### src/rtl/stream_select_mux_if.sv
// Stream bundle between N producer channels, the selector, and one consumer.
// The mux itself uses the slave modport; the master modport is the producer/consumer side.
interface stream_select_mux_if #(
  parameter int unsigned WIDTH     = 8,
  parameter int unsigned CHANNELS  = 4,
  parameter int unsigned ADDR_BITS = 2
);
  logic [CHANNELS*WIDTH-1:0] in_data;
  logic [CHANNELS-1:0]       in_valid;
  logic [CHANNELS-1:0]       in_ready;
  logic [WIDTH-1:0]          out_data;
  logic                      out_valid;
  logic [ADDR_BITS-1:0]      out_channel;
  logic                      out_ready;

  modport master (
    output in_data, in_valid, out_ready,
    input  in_ready, out_data, out_valid, out_channel
  );

  modport slave (
    input  in_data, in_valid, out_ready,
    output in_ready, out_data, out_valid, out_channel
  );
endinterface

### src/rtl/stream_select_mux.sv
// N-channel registered stream selector: addressed select or round-robin arbitration
// feeding a single one-beat output register with valid/ready flow control.
module stream_select_mux #(
  parameter int unsigned WIDTH     = 8,
  parameter int unsigned CHANNELS  = 4,
  parameter int unsigned ADDR_BITS = 2
) (
  input  logic                 clk,
  input  logic                 reset,
  input  logic                 mode,
  input  logic [ADDR_BITS-1:0] address,
  stream_select_mux_if.slave   bus
);
  localparam int unsigned SEL_W = (CHANNELS > 1) ? $clog2(CHANNELS) : 1;

  logic [CHANNELS-1:0][WIDTH-1:0] chan_data;
  logic                           can_accept;
  logic                           rr_found;
  logic [ADDR_BITS-1:0]           rr_grant;
  int unsigned                    rr_idx;
  logic [ADDR_BITS-1:0]           grant;
  logic                           grant_ok;
  logic [CHANNELS-1:0]            ready_vec;
  logic                           in_xfer;

  logic [WIDTH-1:0]     out_data_q, out_data_d;
  logic                 out_valid_q, out_valid_d;
  logic [ADDR_BITS-1:0] out_channel_q, out_channel_d;
  logic [ADDR_BITS-1:0] ptr_q, ptr_d;

  assign chan_data = bus.in_data;

  // First valid channel at or after ptr; ptr always stays below CHANNELS.
  always_comb begin
    rr_found = 1'b0;
    rr_grant = '0;
    rr_idx   = 0;
    for (int unsigned i = 0; i < CHANNELS; i++) begin
      rr_idx = (32'(ptr_q) + i) % CHANNELS;
      if (!rr_found && bus.in_valid[SEL_W'(rr_idx)]) begin
        rr_found = 1'b1;
        rr_grant = ADDR_BITS'(rr_idx);
      end
    end
  end

  // Ready generation; addressed mode offers ready regardless of in_valid.
  always_comb begin
    can_accept = !out_valid_q || bus.out_ready;
    ready_vec  = '0;
    grant      = '0;
    grant_ok   = 1'b0;
    if (mode) begin
      grant    = rr_grant;
      grant_ok = rr_found;
    end else begin
      grant    = address;
      grant_ok = (32'(address) < CHANNELS);
    end
    if (grant_ok && can_accept) ready_vec[SEL_W'(grant)] = 1'b1;
    if (reset) ready_vec = '0;
    in_xfer = |(ready_vec & bus.in_valid);
  end

  assign bus.in_ready = ready_vec;

  always_comb begin
    out_valid_d   = out_valid_q;
    out_data_d    = out_data_q;
    out_channel_d = out_channel_q;
    ptr_d         = ptr_q;
    if (in_xfer) begin
      out_valid_d   = 1'b1;
      out_data_d    = chan_data[SEL_W'(grant)];
      out_channel_d = grant;
      if (mode) ptr_d = ADDR_BITS'((32'(grant) + 32'd1) % CHANNELS);
    end else if (out_valid_q && bus.out_ready) begin
      out_valid_d = 1'b0;
    end
  end

  always_ff @(posedge clk or posedge reset) begin
    if (reset) begin
      out_valid_q   <= 1'b0;
      out_data_q    <= '0;
      out_channel_q <= '0;
      ptr_q         <= '0;
    end else begin
      out_valid_q   <= out_valid_d;
      out_data_q    <= out_data_d;
      out_channel_q <= out_channel_d;
      ptr_q         <= ptr_d;
    end
  end

  assign bus.out_valid   = out_valid_q;
  assign bus.out_data    = out_data_q;
  assign bus.out_channel = out_channel_q;
endmodule

### src/flat_wrapper.sv
// flat-port wrapper written by rule: the top's interface ports become plain ports
module stream_select_mux_flat 
#(
  parameter int unsigned WIDTH     = 8,
  parameter int unsigned CHANNELS  = 4,
  parameter int unsigned ADDR_BITS = 2
)
  (clk, reset, mode, address, bus_in_data, bus_in_valid, bus_out_ready, bus_in_ready, bus_out_data, bus_out_valid, bus_out_channel);
  stream_select_mux_if #(.WIDTH(WIDTH), .CHANNELS(CHANNELS), .ADDR_BITS(ADDR_BITS)) bus_i ();
  input  logic clk;
  input  logic reset;
  input  logic mode;
  input  logic [ADDR_BITS-1:0] address;
  input wire logic [$bits(bus_i.in_data)-1:0] bus_in_data;
  input wire logic [$bits(bus_i.in_valid)-1:0] bus_in_valid;
  input wire logic [$bits(bus_i.out_ready)-1:0] bus_out_ready;
  output wire logic [$bits(bus_i.in_ready)-1:0] bus_in_ready;
  output wire logic [$bits(bus_i.out_data)-1:0] bus_out_data;
  output wire logic [$bits(bus_i.out_valid)-1:0] bus_out_valid;
  output wire logic [$bits(bus_i.out_channel)-1:0] bus_out_channel;
  assign bus_i.in_data = bus_in_data;
  assign bus_i.in_valid = bus_in_valid;
  assign bus_i.out_ready = bus_out_ready;
  assign bus_in_ready = bus_i.in_ready;
  assign bus_out_data = bus_i.out_data;
  assign bus_out_valid = bus_i.out_valid;
  assign bus_out_channel = bus_i.out_channel;
  stream_select_mux #(.WIDTH(WIDTH), .CHANNELS(CHANNELS), .ADDR_BITS(ADDR_BITS)) u_core (.clk(clk), .reset(reset), .mode(mode), .address(address), .bus(bus_i));
endmodule
### config.mk
export PLATFORM = sky130hd
export DESIGN_NAME = stream_select_mux_flat
export DESIGN_NICKNAME = d
export VERILOG_FILES = /design/src/rtl/stream_select_mux_if.sv /design/src/rtl/stream_select_mux.sv /design/src/flat_wrapper.sv
export SDC_FILE = /design/constraint.sdc
export NUM_CORES = 1
export LEC_CHECK = 0
export ABC_AREA = 1
export BUFFER_PORTS_ARGS = -buffer_cell sky130_fd_sc_hd__clkbuf_2
export CORE_UTILIZATION = 25
export CTS_CLUSTER_SIZE = 10
export DETAILED_ROUTE_END_ITERATION = 10
export SETUP_SLACK_MARGIN = 0.1
export SLEW_MARGIN = 20
export SYNTH_ARGS = -nofsm -noshare
export SYNTH_HDL_FRONTEND = slang
export SYNTH_SLANG_ARGS = --single-unit
### constraint.sdc
create_clock -name clk -period 2.2 [get_ports clk]
set_input_delay 0.11 -clock clk [delete_from_list [all_inputs] [get_ports clk]]
set_output_delay 0.11 -clock clk [all_outputs]
set_load 0.1 [all_outputs]
==> reports/qor.json, run 1 <==
{
  "dr_wl_met2_um": 1823,
  "r2r-start": "u_core.ptr_q[0]",
  "synthesis.yosys.warnings": 0,
  "drive_above_1_share_pct": 47.97,
  "synthDominantAreaCellType": "nand2_1",
  "clock_tree_sinks": 13,
  "drv.max_cap_violation_count": 0,
  "min-delay-path-class": "in2reg",
  "setup_viol_count_final": 6,
  "critPathMostFrequentCell": "nand2_1",
  "die-height_um": 69.82,
  "leading_post_synthesis_cells_by_cell_area": "nand2_1 32%, dfrtp_1 28%, nand4_1 7.1%",
  "final_min_period_over_clock_period_pct": 103.6,
  "m1WireLength_um": 1510,
  "part_of_the_yosys_area_used_for_sequential_elements_pct": 28.29,
  "rr_endpoint": "u_core.bus.out_channel[0]",
  "final_util_pct": 44.75,
  "fillCellCount": 470,
  "clk_pin_slew_worst_paths_ns": 0.05,
  "pwr-share-clk_pct": 6.3,
  "clkLatencyLatePin_ns": 0.24,
  "slowest_stage": "dfrtp_2",
  "drc": 0,
  "cts.path.max_buffers": 2,
  "cts_buffers": 3,
  "critPathCaptureType": "output pin",
  "gpl.final_weighted_congestion": 0.8578,
  "routed_wire_length_per_instance_um": 11.06,
  "power.ir.vdd_worst_uv": 666.8,
  "power.share.switching_pct": 59.45,
  "path_buf_inv": 4,
  "avgViaCountPerCell": 4.511,
  "ff2ff_path_depth": 17,
  "cp_max_fo": 5,
  "syn_area_um2": 1150,
  "reg2reg_setup_slack_ns": 0,
  "drt-pass1-iter-count": 4,
  "report.final.slew_viol_count": 0,
  "grt_antenna_before_repair": 0,
  "grt_first_pass_wirelength_um": 5802,
  "timing.critical_path.max_delay_family": "simple AND/OR/NAND/NOR gates",
  "grt-ovfl-total": 0,
  "synth.net_count": 230,
  "io_buffer_count": 56,
  "dp_slack_ns": 0.05004,
  "timing.critical_path.slowest_cell_delay_ns": 0.41,
  "grt_max_degree": 14,
  "critical_path_arrival_ns": 2.17,
  "power_frac_comb_pct": 80.2,
  "final_antenna_net_count": 0,
  "finalWorstSetupSlack_ns": -0.07848,
  "holdPathStages": 2,
  "outcome": "finished, violations left",
  "synth_cell_types": 20,
  "die-width_um": 69.82,
  "power_density_nw_per_um2": 1686,
  "final_hold_viol_count": 0,
  "p_leak_nw": 1.055,
  "clock.fmax_ghz": 0.4389,
  "core.rowCount": 24,
  "grt_pass1_vias": 1320,
  "synthesis.area_per_instance_um2": 6.116,
  "wl_met3_um": 196,
  "syn-instance-count": 188,
  "crit_path_start_kind": "flop",
  "flow.area_growth_from_synthesis_pct": 70.62,
  "synth_top_area_share_pct": 32.32,
  "total_length_of_routed_wires_um": 3572,
  "tritoncts": "yes",
  "start_util_pct": 26.23,
  "worstPathCellList": "buf_6 > clkinvlp_4 > nand2_1 > nand2_2 > nand2_1 > nand2_1 > nor2_2 > nand3_1 > nand2_2 > o21bai_4 > buf_6 > nor3_4 > buf_12",
  "net-switching-power_mw": 1.966,
  "failed_checks": "negative setup slack",
  "ys_ff_latch": 13,
  "fin_skew_ns": 0.0007394,
  "final_period_minus_worst_setup_slack_ns": 2.278,
  "core_um2": 4384,
  "die_area_um2": 4875,
  "unrepaired_setup_endpoints_after_global_routing": "true",
  "antenna_cells": 0,
  "timing.setup.critical_path_class": "reg2out",
  "globalRouteTotalUtil_pct": 14.79,
  "relative_contribution_of_sequential_cells_to_total_power_pct": 13.4,
  "count_of_nets_after_finishing": 314,
  "ctsHtreeMaxLevel": 1,
  "top_signal_layer_used": "met4",
  "min-delay-start": "bus_out_ready",
  "max_slew.worst_pin.slew_ns": 0.5555,
  "cp_data_required_time_ns": 2.09,
  "detail_route.iter0.violations": 104,
  "place.detailed.hpwl_um": 2646,
  "boundaryPins": 57,
  "worst_slew_margin_rel_pct": 63.12,
  "cp.depth": 13,
  "cts-root-buf": "clkbuf_8",
  "vias": 1457,
  "internal_dissipation_mw": 1.341,
  "hold-path-endpoint": "u_core.bus.out_valid"
}
[power groups by stage]
stage / Sequential [mW] / Combinational [mW] / Clock (mW)
floorplan: 1.07 / 1.12 / 0
global placement: 0.445 / 2.24 / 0
detailed placement: 0.442 / 2.24 / 0
CTS: 0.443 / 2.52 / 0.217
global route: 0.461 / 2.84 / 0.228
finish: 0.445 / 2.65 / 0.208
[cell type report]
class / count / area (um2) / area share (%)
Timing Repair Buffer: 80 / 583.1 / 29.72
Multi-Input combinational cell: 157 / 869.6 / 44.32
Tap cell: 52 / 65.06 / 3.316
Sequential cell: 13 / 329.1 / 16.77
Timing Repair inverter: 1 / 7.507 / 0.3827
Inverter: 16 / 62.56 / 3.189
Clock buffer: 4 / 45.04 / 2.296
[repair_timing]
item                       4_1_cts  5_1_grt
hold endpoints to repair        13        0
pin swaps                       17       13
resized for setup               21       10
hold buffers                     1        0
buffers inserted                10        3
setup endpoints to repair       17       17
gates cloned                     2        1
[worst max-delay path by stage]
| stage | startpoint | to | slack [ns] |
|---|---|---|---|
| final | u_core.ptr_q[0] | bus_in_ready[2] | -0.08 |
| after CTS | u_core.ptr_q[0] | bus_in_ready[3] | -0.06 |
| after global placement | u_core.ptr_q[0] | u_core.ptr_q[1] | 0.07 |
| after global routing | u_core.ptr_q[0] | bus_in_ready[2] | -0.21 |
| after detailed placement | u_core.ptr_q[0] | u_core.ptr_q[1] | 0.05 |
| after floorplan | u_core.ptr_q[0] | bus_in_ready[0] | 0.07 |
[cells in the final DEF (no fill, tap or decap), types with 3 or more instances in the layout]
cell type  instances
buf_4             13
nand4_1           13
nand2_1           86
nand2_2           17
dfrtp_1           10
nand2_4            3
dfrtp_2            3
nor2_4             8
clkbuf_2          52
nor3_4             4
inv_1             12
inv_2              3
buf_12             5
nor2_1             8
nand3_1            6
buf_6              8
clkbuf_8           3
nand3_2            3
[sequential cells by signal, summed over array words and instances, names as in the netlist]
name,flops
u_core.ptr_q,2
u_core.bus.out_channel,2
u_core.bus.out_valid,1
u_core.bus.out_data,8
[cell families after synthesis]
| logic type | synth area share [%] |
|---|---|
| flip-flops | 28.29 |
| AO/OA/AOI/OAI | 5.549 |
| buffers and inverters | 7.181 |
| AND/OR/NAND/NOR | 58.98 |
[metal layers]
layer  global-route usage, %  vias up
li1                        -      767
met1                   18.94      644
met2                   25.00       42
met3                   3.052        4
met4                   4.222        0
met5                       0        -
[cell usage after synthesis]
cell,number
nand2_1,99
nand2_2,4
nand4_1,13
a31oi_1,1
nand2_4,2
nor2_2,4
buf_6,1
nand3_2,1
nor2_1,10
buf_4,1
inv_1,12
o21bai_4,2
o21ai_0,1
o21ai_1,3
nor2_4,4
nand3_1,8
inv_2,4
clkbuf_1,1
nor3_1,4
dfrtp_1,13
[per-stage QoR]
| stage | TNS, ns | instances | hold WS, ns | power [mW] | cell area [um2] |
|---|---|---|---|---|---|
| after global placement | 0 | 302 | 0.1586 | 2.680 | 1664 |
| after global routing | -2.780 | 323 | 0.04747 | 3.526 | 1962 |
| after floorplan | 0 | 188 | -0.01311 | 2.186 | 1217 |
| after detailed placement | 0 | 302 | 0.1470 | 2.684 | 1664 |
| after CTS | -0.1911 | 319 | 0.03814 | 3.175 | 1887 |
| final | -0.2025 | 323 | 0.04536 | 3.307 | 1962 |
No activity file was read; power rests on OpenSTA's default activity.
==> inputs of run 2 (changes only) <==
Settings changed: SETUP_SLACK_MARGIN 0.1 to unset.
==> reports/qor.json, run 2 (synthesis gave the netlist of run 1 again) <==
{
  "failed_checks": "negative setup slack",
  "grt_antenna_before_repair": {"value": 0, "change": "unchanged"},
  "routed_wire_length_per_instance": {"value": 11.12, "unit": "um", "change": "+0.55%"},
  "die-width": {"value": 69.82, "unit": "um", "change": "unchanged"},
  "cts.path.max_buffers": {"value": 2, "change": "unchanged"},
  "p_leak": {"value": 1.008, "unit": "nW", "change": "-4.4%"},
  "outcome": "finished, violations left",
  "io_buffer_count": {"value": 56, "change": "unchanged"},
  "min-delay-path-class": "in2reg",
  "core.rowCount": {"value": 24, "change": "unchanged"},
  "core": {"value": 4384, "unit": "um2", "change": "unchanged"},
  "ctsHtreeMaxLevel": {"value": 1, "change": "unchanged"},
  "critical_path_arrival": {"value": 2.22, "unit": "ns", "change": "+0.05 ns"},
  "crit_path_start_kind": "flop",
  "grt-ovfl-total": {"value": 0, "change": "unchanged"},
  "grtUsageMet3": {"value": 3.052, "unit": "%", "change": "unchanged"},
  "place.detailed.hpwl": {"value": 2634, "unit": "um", "change": "-0.45%"},
  "busiest_layer": "met2",
  "clock.fmax": {"value": 0.4300, "unit": "GHz", "change": "-2.0%"},
  "cts-root-buf": "clkbuf_8",
  "die-height": {"value": 69.82, "unit": "um", "change": "unchanged"},
  "grt_max_degree": {"value": 14, "change": "unchanged"},
  "antenna_cells": {"value": 0, "change": "unchanged"},
  "report.final.slew_viol_count": {"value": 0, "change": "unchanged"},
  "flow.area_growth_from_synthesis_pct": 61.59,
  "power_density": {"value": 1700, "unit": "nW/um2", "change": "+0.85%"},
  "critPathCaptureType": "output pin",
  "drive_above_1_share": {"value": 45.28, "unit": "%", "change": "-2.7 points"},
  "cp_data_required_time": {"value": 2.09, "unit": "ns", "change": "about the same"},
  "slowest_stage": "dfrtp_2",
  "final_period_minus_worst_setup_slack": {"value": 2.326, "unit": "ns", "change": "+0.04737 ns"},
  "tritoncts": "yes",
  "final_min_period_over_clock_period": {"value": 105.7, "unit": "%", "change": "+2.2 points"},
  "vias": {"value": 1458, "change": "+0.069%"},
  "worst_slew_margin_rel": {"value": 63.43, "unit": "%", "change": "+0.30 points"},
  "count_of_nets_after_finishing": {"value": 308, "change": "-1.9%"},
  "use_met1": {"value": 17.76, "unit": "%", "change": "-1.2 points"},
  "clkLatencyLatePin": {"value": 0.25, "unit": "ns", "change": "about the same"},
  "die_area": {"value": 4875, "unit": "um2", "change": "unchanged"},
  "avgViaCountPerCell": {"value": 4.599, "change": "+2.0%"},
  "timing.setup.critical_path_class": "reg2out",
  "final_cell_mix": "88 x nand2_1, 52 x clkbuf_2, 15 x nand2_2",
  "clock_tree_sinks": {"value": 13, "change": "unchanged"},
  "worstPathCellList": "clkinvlp_4 > nand2_1 > nand2_1 > nor2_1 > nor2_1 > nand3_1 > nand2_2 > nor2_4 > nor2_4 > buf_6 > nor3_4 > buf_12",
  "total_length_of_routed_wires": {"value": 3525, "unit": "um", "change": "-1.3%"},
  "boundaryPins": {"value": 57, "change": "unchanged"},
  "fillCellCount": {"value": 458, "change": "-2.6%"},
  "grt_pass1_vias": {"value": 1303, "change": "-1.3%"},
  "finalWorstSetupSlack": {"value": -0.1259, "unit": "ns", "change": "-0.04737 ns"},
  "largest_reg_flops": {"value": 8, "change": "unchanged"},
  "globalRouteTotalUtil": {"value": 14.39, "unit": "%", "change": "-0.40 points"},
  "timing.critical_path.slowest_cell_delay": {"value": 0.49, "unit": "ns", "change": "+0.08 ns"},
  "globalRouteMet2Util": {"value": 24.47, "unit": "%", "change": "-0.53 points"},
  "setup_viol_count_final": {"value": 16, "change": "+10"},
  "drc": {"value": 0, "change": "unchanged"},
  "cts_buffers": {"value": 3, "change": "unchanged"},
  "drv.max_cap_violation_count": {"value": 0, "change": "unchanged"},
  "clk_pin_slew_worst_paths": {"value": 0.05, "unit": "ns", "change": "about the same"},
  "layout.cells.most_common": "nand2_1",
  "fin_skew": {"value": 0.004026, "unit": "ns", "change": "+0.003287 ns"},
  "final_util": {"value": 42.38, "unit": "%", "change": "-2.4 points"},
  "max_slew.worst_pin.slew": {"value": 0.5509, "unit": "ns", "change": "-0.004593 ns"},
  "detail_route.iter0.violations": {"value": 44, "change": "-58%"},
  "final_hold_viol_count": {"value": 0, "change": "unchanged"},
  "grt_first_pass_wirelength": {"value": 5720, "unit": "um", "change": "-1.4%"},
  "gpl.final_weighted_congestion": {"value": 0.8540, "change": "-0.44%"},
  "start_util": {"value": 26.23, "unit": "%", "change": "unchanged"},
  "unrepaired_setup_endpoints_after_global_routing": "true",
  "cp_max_fo": {"value": 8, "change": "+3"},
  "power.ir.vdd_worst": {"value": 872.1, "unit": "uV", "change": "+31%"},
  "dp_slack": {"value": -0.009953, "unit": "ns", "change": "-0.05999 ns"},
  "drt-pass1-iter-count": {"value": 4, "change": "unchanged"},
  "final_antenna_net_count": {"value": 0, "change": "unchanged"}
}
[run 2: power breakdown]
group          internal, mW  total, mW  switching [mW]
combinational         0.734       2.49            1.76
sequential            0.352      0.455           0.103
clock                 0.128      0.214          0.0857
total                  1.21       3.16            1.94
[run 2: area by class of cell]
class                           count  area [um2]  share of cell area (%)
Tap cell                           52       65.06                   3.502
Sequential cell                    13       326.6                   17.58
Inverter                           16       65.06                   3.502
Multi-Input combinational cell    158       859.6                   46.26
Timing Repair inverter              1       7.507                  0.4040
Clock buffer                        4       45.04                   2.424
Timing Repair Buffer               73       489.2                   26.33
[run 2: final timing paths]
path	start	to	slack, ns	cells after the start
min in group asynchronous	reset	u_core.bus.out_data[7]	0.43	3
max in group asynchronous	reset	u_core.ptr_q[0]	1.42	3
min reg2reg	u_core.bus.out_data[4]	u_core.bus.out_data[4]	0.48	2
max	u_core.ptr_q[0]	bus_in_ready[3]	-0.13	12
max reg2reg	u_core.ptr_q[0]	u_core.bus.out_data[3]	-0.08	13
min	bus_out_ready	u_core.bus.out_valid	0.05	2
[run 2: stage by stage]
step / hold slack, ns / total power, mW / std cells / instance area (um2) / TNS (ns)
global placement: 0.1621 / 2.655 / 305 / 1655 / -0.02484
detailed placement: 0.1454 / 2.650 / 305 / 1655 / -0.02532
global route: 0.05325 / 3.380 / 317 / 1858 / -3.541
floorplan: -0.01304 / 2.117 / 188 / 1182 / -0.8078
CTS: 0.04278 / 2.979 / 312 / 1762 / -0.1263
finish: 0.04691 / 3.159 / 317 / 1858 / -1.081
[run 2: worst max-delay path: cells and delay by family, from the launching register on]
| family | cells | cell delay [ns] |
|---|---|---|
| buffers and inverters | 3 | 0.51 |
| DFF | 1 | 0.49 |
| and+or+nand+nor | 9 | 0.96 |
[run 2: timing repair]
action                                  4_1_cts  5_1_grt
hold buffers                                  1        0
hold endpoints to repair                     13        0
endpoints found under the setup margin       12       17
gates resized for setup                      11       18
gates cloned                                  0        3
pin swaps                                     7       22
setup buffers                                 2        2
[run 2: layer usage]
layer  vias up  routed length, um
met5         -                  0
met4         0                 45
met3         5                192
met2        46               1795
met1       651               1491
li1        756                  -
==> inputs of run 3 (changes only) <==
Settings changed: BUFFER_PORTS_ARGS -buffer_cell sky130_fd_sc_hd__clkbuf_2 to unset, CTS_CLUSTER_SIZE 10 to 14, DONT_BUFFER_PORTS set to 1.
==> reports/qor.json, run 3 (synthesis gave the netlist of run 1 again) <==
{
  "grt-ovfl-total": {"value": 0, "change": "unchanged"},
  "flow.area_growth_from_synthesis_pct": 67.90,
  "boundaryPins": {"value": 57, "change": "unchanged"},
  "die_area": {"value": 4875, "unit": "um2", "change": "unchanged"},
  "drt-pass1-iter-count": {"value": 4, "change": "unchanged"},
  "fillCellCount": {"value": 438, "change": "-4.4%"},
  "post-layout-total-power": {"value": 3.613, "unit": "mW", "change": "+14%"},
  "net-switching-power": {"value": 2.155, "unit": "mW", "change": "+11%"},
  "power_frac_comb": {"value": 82.2, "unit": "%", "change": "+3.4 points"},
  "die-height": {"value": 69.82, "unit": "um", "change": "unchanged"},
  "drv.max_cap_violation_count": {"value": 0, "change": "unchanged"},
  "r2r-start": "u_core.ptr_q[0]",
  "ctsHtreeMaxLevel": {"value": 1, "change": "unchanged"},
  "grt_first_pass_wirelength": {"value": 5195, "unit": "um", "change": "-9.2%"},
  "pwr-share-clk": {"value": 5.8, "unit": "%", "change": "-1.0 points"},
  "cts_buffers": {"value": 3, "change": "unchanged"},
  "cp_data_required_time": {"value": 2.09, "unit": "ns", "change": "about the same"},
  "p_leak": {"value": 0.9229, "unit": "nW", "change": "-8.5%"},
  "min-delay-path-class": "in2reg",
  "largest_reg_flops": {"value": 8, "change": "unchanged"},
  "power.share.switching": {"value": 59.64, "unit": "%", "change": "-1.9 points"},
  "final_cell_mix": "74 x nand2_1, 23 x nand2_2, 20 x buf_4",
  "place.detailed.hpwl": {"value": 2512, "unit": "um", "change": "-4.7%"},
  "routed_wire_length_per_instance": {"value": 13.98, "unit": "um", "change": "+26%"},
  "clock_tree_sinks": {"value": 13, "change": "unchanged"},
  "grt_pass1_vias": {"value": 1142, "change": "-12%"},
  "ff2ff_path_depth": {"value": 17, "change": "+4"},
  "core": {"value": 4384, "unit": "um2", "change": "unchanged"},
  "setup_viol_count_final": {"value": 17, "change": "+1"},
  "outcome": "finished, violations left",
  "relative_contribution_of_sequential_cells_to_total_power": {"value": 12.1, "unit": "%", "change": "-2.3 points"},
  "worst_slew_margin_rel": {"value": 63.59, "unit": "%", "change": "+0.16 points"},
  "power.ir.vdd_worst": {"value": 651.0, "unit": "uV", "change": "-25%"},
  "setup_tns": {"value": -0.7743, "unit": "ns", "change": "+0.3071 ns"},
  "core.rowCount": {"value": 24, "change": "unchanged"},
  "grt_max_degree": {"value": 14, "change": "unchanged"},
  "drc": {"value": 0, "change": "unchanged"},
  "antenna_cells": {"value": 0, "change": "unchanged"},
  "io_buffer_count": {"value": 0, "change": "-100%"},
  "total_length_of_routed_wires": {"value": 3971, "unit": "um", "change": "+13%"},
  "cts-root-buf": "clkbuf_8",
  "min-delay-start": "mode",
  "layout.cells.most_common": "nand2_1",
  "drive_above_1_share": {"value": 47.41, "unit": "%", "change": "+2.1 points"},
  "cts.path.max_buffers": {"value": 2, "change": "unchanged"},
  "hold-path-endpoint": "u_core.ptr_q[0]",
  "start_util": {"value": 26.23, "unit": "%", "change": "unchanged"},
  "unrepaired_setup_endpoints_after_global_routing": "true",
  "avgViaCountPerCell": {"value": 4.915, "change": "+6.9%"},
  "detail_route.iter0.violations": {"value": 86, "change": "+95%"},
  "count_of_nets_after_finishing": {"value": 275, "change": "-11%"},
  "clkLatencyLatePin": {"value": 0.24, "unit": "ns", "change": "about the same"},
  "power_density": {"value": 1871, "unit": "nW/um2", "change": "+10%"},
  "timing.setup.critical_path_class": "reg2out",
  "final_period_minus_worst_setup_slack": {"value": 2.296, "unit": "ns", "change": "-0.03035 ns"},
  "clk_pin_slew_worst_paths": {"value": 0.05, "unit": "ns", "change": "about the same"},
  "failed_checks": "negative setup slack",
  "clock.fmax": {"value": 0.4356, "unit": "GHz", "change": "+1.3%"},
  "report.final.slew_viol_count": {"value": 0, "change": "unchanged"},
  "reg2reg_setup_slack": {"value": -0.06, "unit": "ns", "change": "+0.02 ns"},
  "gpl.final_weighted_congestion": {"value": 0.9209, "change": "+7.8%"},
  "vias": {"value": 1396, "change": "-4.3%"},
  "final_min_period_over_clock_period": {"value": 104.3, "unit": "%", "change": "-1.4 points"},
  "holdPathStages": {"value": 3, "change": "+1"},
  "design_area": {"value": 1931, "unit": "um2", "change": "+3.9%"},
  "critical_path_arrival": {"value": 2.19, "unit": "ns", "change": "-0.03 ns"},
  "final_antenna_net_count": {"value": 0, "change": "unchanged"},
  "die-width": {"value": 69.82, "unit": "um", "change": "unchanged"},
  "fin_skew": {"value": 0.0004059, "unit": "ns", "change": "-0.003620 ns"},
  "internal_dissipation": {"value": 1.458, "unit": "mW", "change": "+20%"},
  "critPathCaptureType": "output pin",
  "cp_max_fo": {"value": 6, "change": "-2"},
  "postPlaceCellArea": {"value": 1460, "unit": "um2", "change": "-12%"},
  "finalWorstSetupSlack": {"value": -0.09550, "unit": "ns", "change": "+0.03035 ns"},
  "crit_path_start_kind": "flop",
  "final_hold_viol_count": {"value": 0, "change": "unchanged"},
  "grt_antenna_before_repair": {"value": 0, "change": "unchanged"},
  "final_util": {"value": 44.04, "unit": "%", "change": "+1.7 points"},
  "globalRouteTotalUtil": {"value": 13.41, "unit": "%", "change": "-0.98 points"},
  "tritoncts": "yes",
  "max_slew.worst_pin.slew": {"value": 0.5456, "unit": "ns", "change": "-0.005345 ns"},
  "rr_endpoint": "u_core.bus.out_channel[0]"
}
## run 3: worst max path at each step
stage	slack, ns	to	start
3_3_place_gp	0.04	u_core.bus.out_data[3]	u_core.ptr_q[0]
2_1_floorplan	-0.40	bus_in_ready[0]	u_core.ptr_q[0]
3_5_place_dp	0.004	u_core.ptr_q[0]	u_core.ptr_q[0]
4_1_cts	-0.01	bus_in_ready[3]	u_core.ptr_q[0]
6_report	-0.1	bus_in_ready[2]	u_core.ptr_q[0]
5_1_grt	-0.22	u_core.bus.out_channel[0]	u_core.ptr_q[0]
## run 3: metrics by stage
stage / cells / hold slack [ns] / worst slack, ns
detailed placement: 260 / 0.06625 / 0.004326
floorplan: 188 / -0.01304 / -0.4039
global placement: 260 / 0.05553 / 0.04430
global route: 284 / 0.05516 / -0.2187
finish: 284 / 0.03930 / -0.09550
CTS: 269 / 0.003885 / -0.01125
## run 3: critical path, stage by stage (launching register included)
cell      delay (ns)
dfrtp_2         0.47
buf_6           0.15
inv_8           0.06
nand2_1         0.06
nand2_2         0.10
nand2_2         0.07
nand2_2         0.09
nand2_2         0.08
nand2_2         0.07
nand2_2         0.06
nand2_4         0.09
o21bai_4        0.11
buf_6           0.14
nor3_4          0.19
buf_12          0.20
## run 3: power by group through the flow
stage | registers, mW | logic [mW] | clock network (mW)
final | 0.436 | 2.97 | 0.209
after global routing | 0.451 | 3.15 | 0.228
after CTS | 0.423 | 2.34 | 0.216
after detailed placement | 0.420 | 2.23 | 0
after global placement | 0.415 | 2.23 | 0
after floorplan | 1.06 | 1.05 | 0
## run 3: cell type report
type	instances	area [um2]	area share, %
Multi-Input combinational cell	160	1002	51.91
Sequential cell	13	327.8	16.98
Tap cell	52	65.06	3.370
Timing Repair inverter	1	7.507	0.3889
Clock buffer	4	45.04	2.333
Inverter	16	72.57	3.759
Timing Repair Buffer	38	410.4	21.26
## run 3: layer usage
metal  global-route usage, %  up-vias  share of wire, %
met5                       0        -                 0
met4                   5.333        0               1.5
met3                   3.343       10               4.4
met2                   22.76       45                53
met1                   16.14      646                41
li1                        -      695                 -
## run 3: timing repair
action / in CTS / in global routing
endpoints found under the hold margin: 14 / 2
hold buffers: 2 / 1
pin swaps: 2 / 38
setup buffers: 3 / 11
resized for setup: 11 / 62
endpoints found under the setup margin: 9 / 17
cloned: 0 / 5
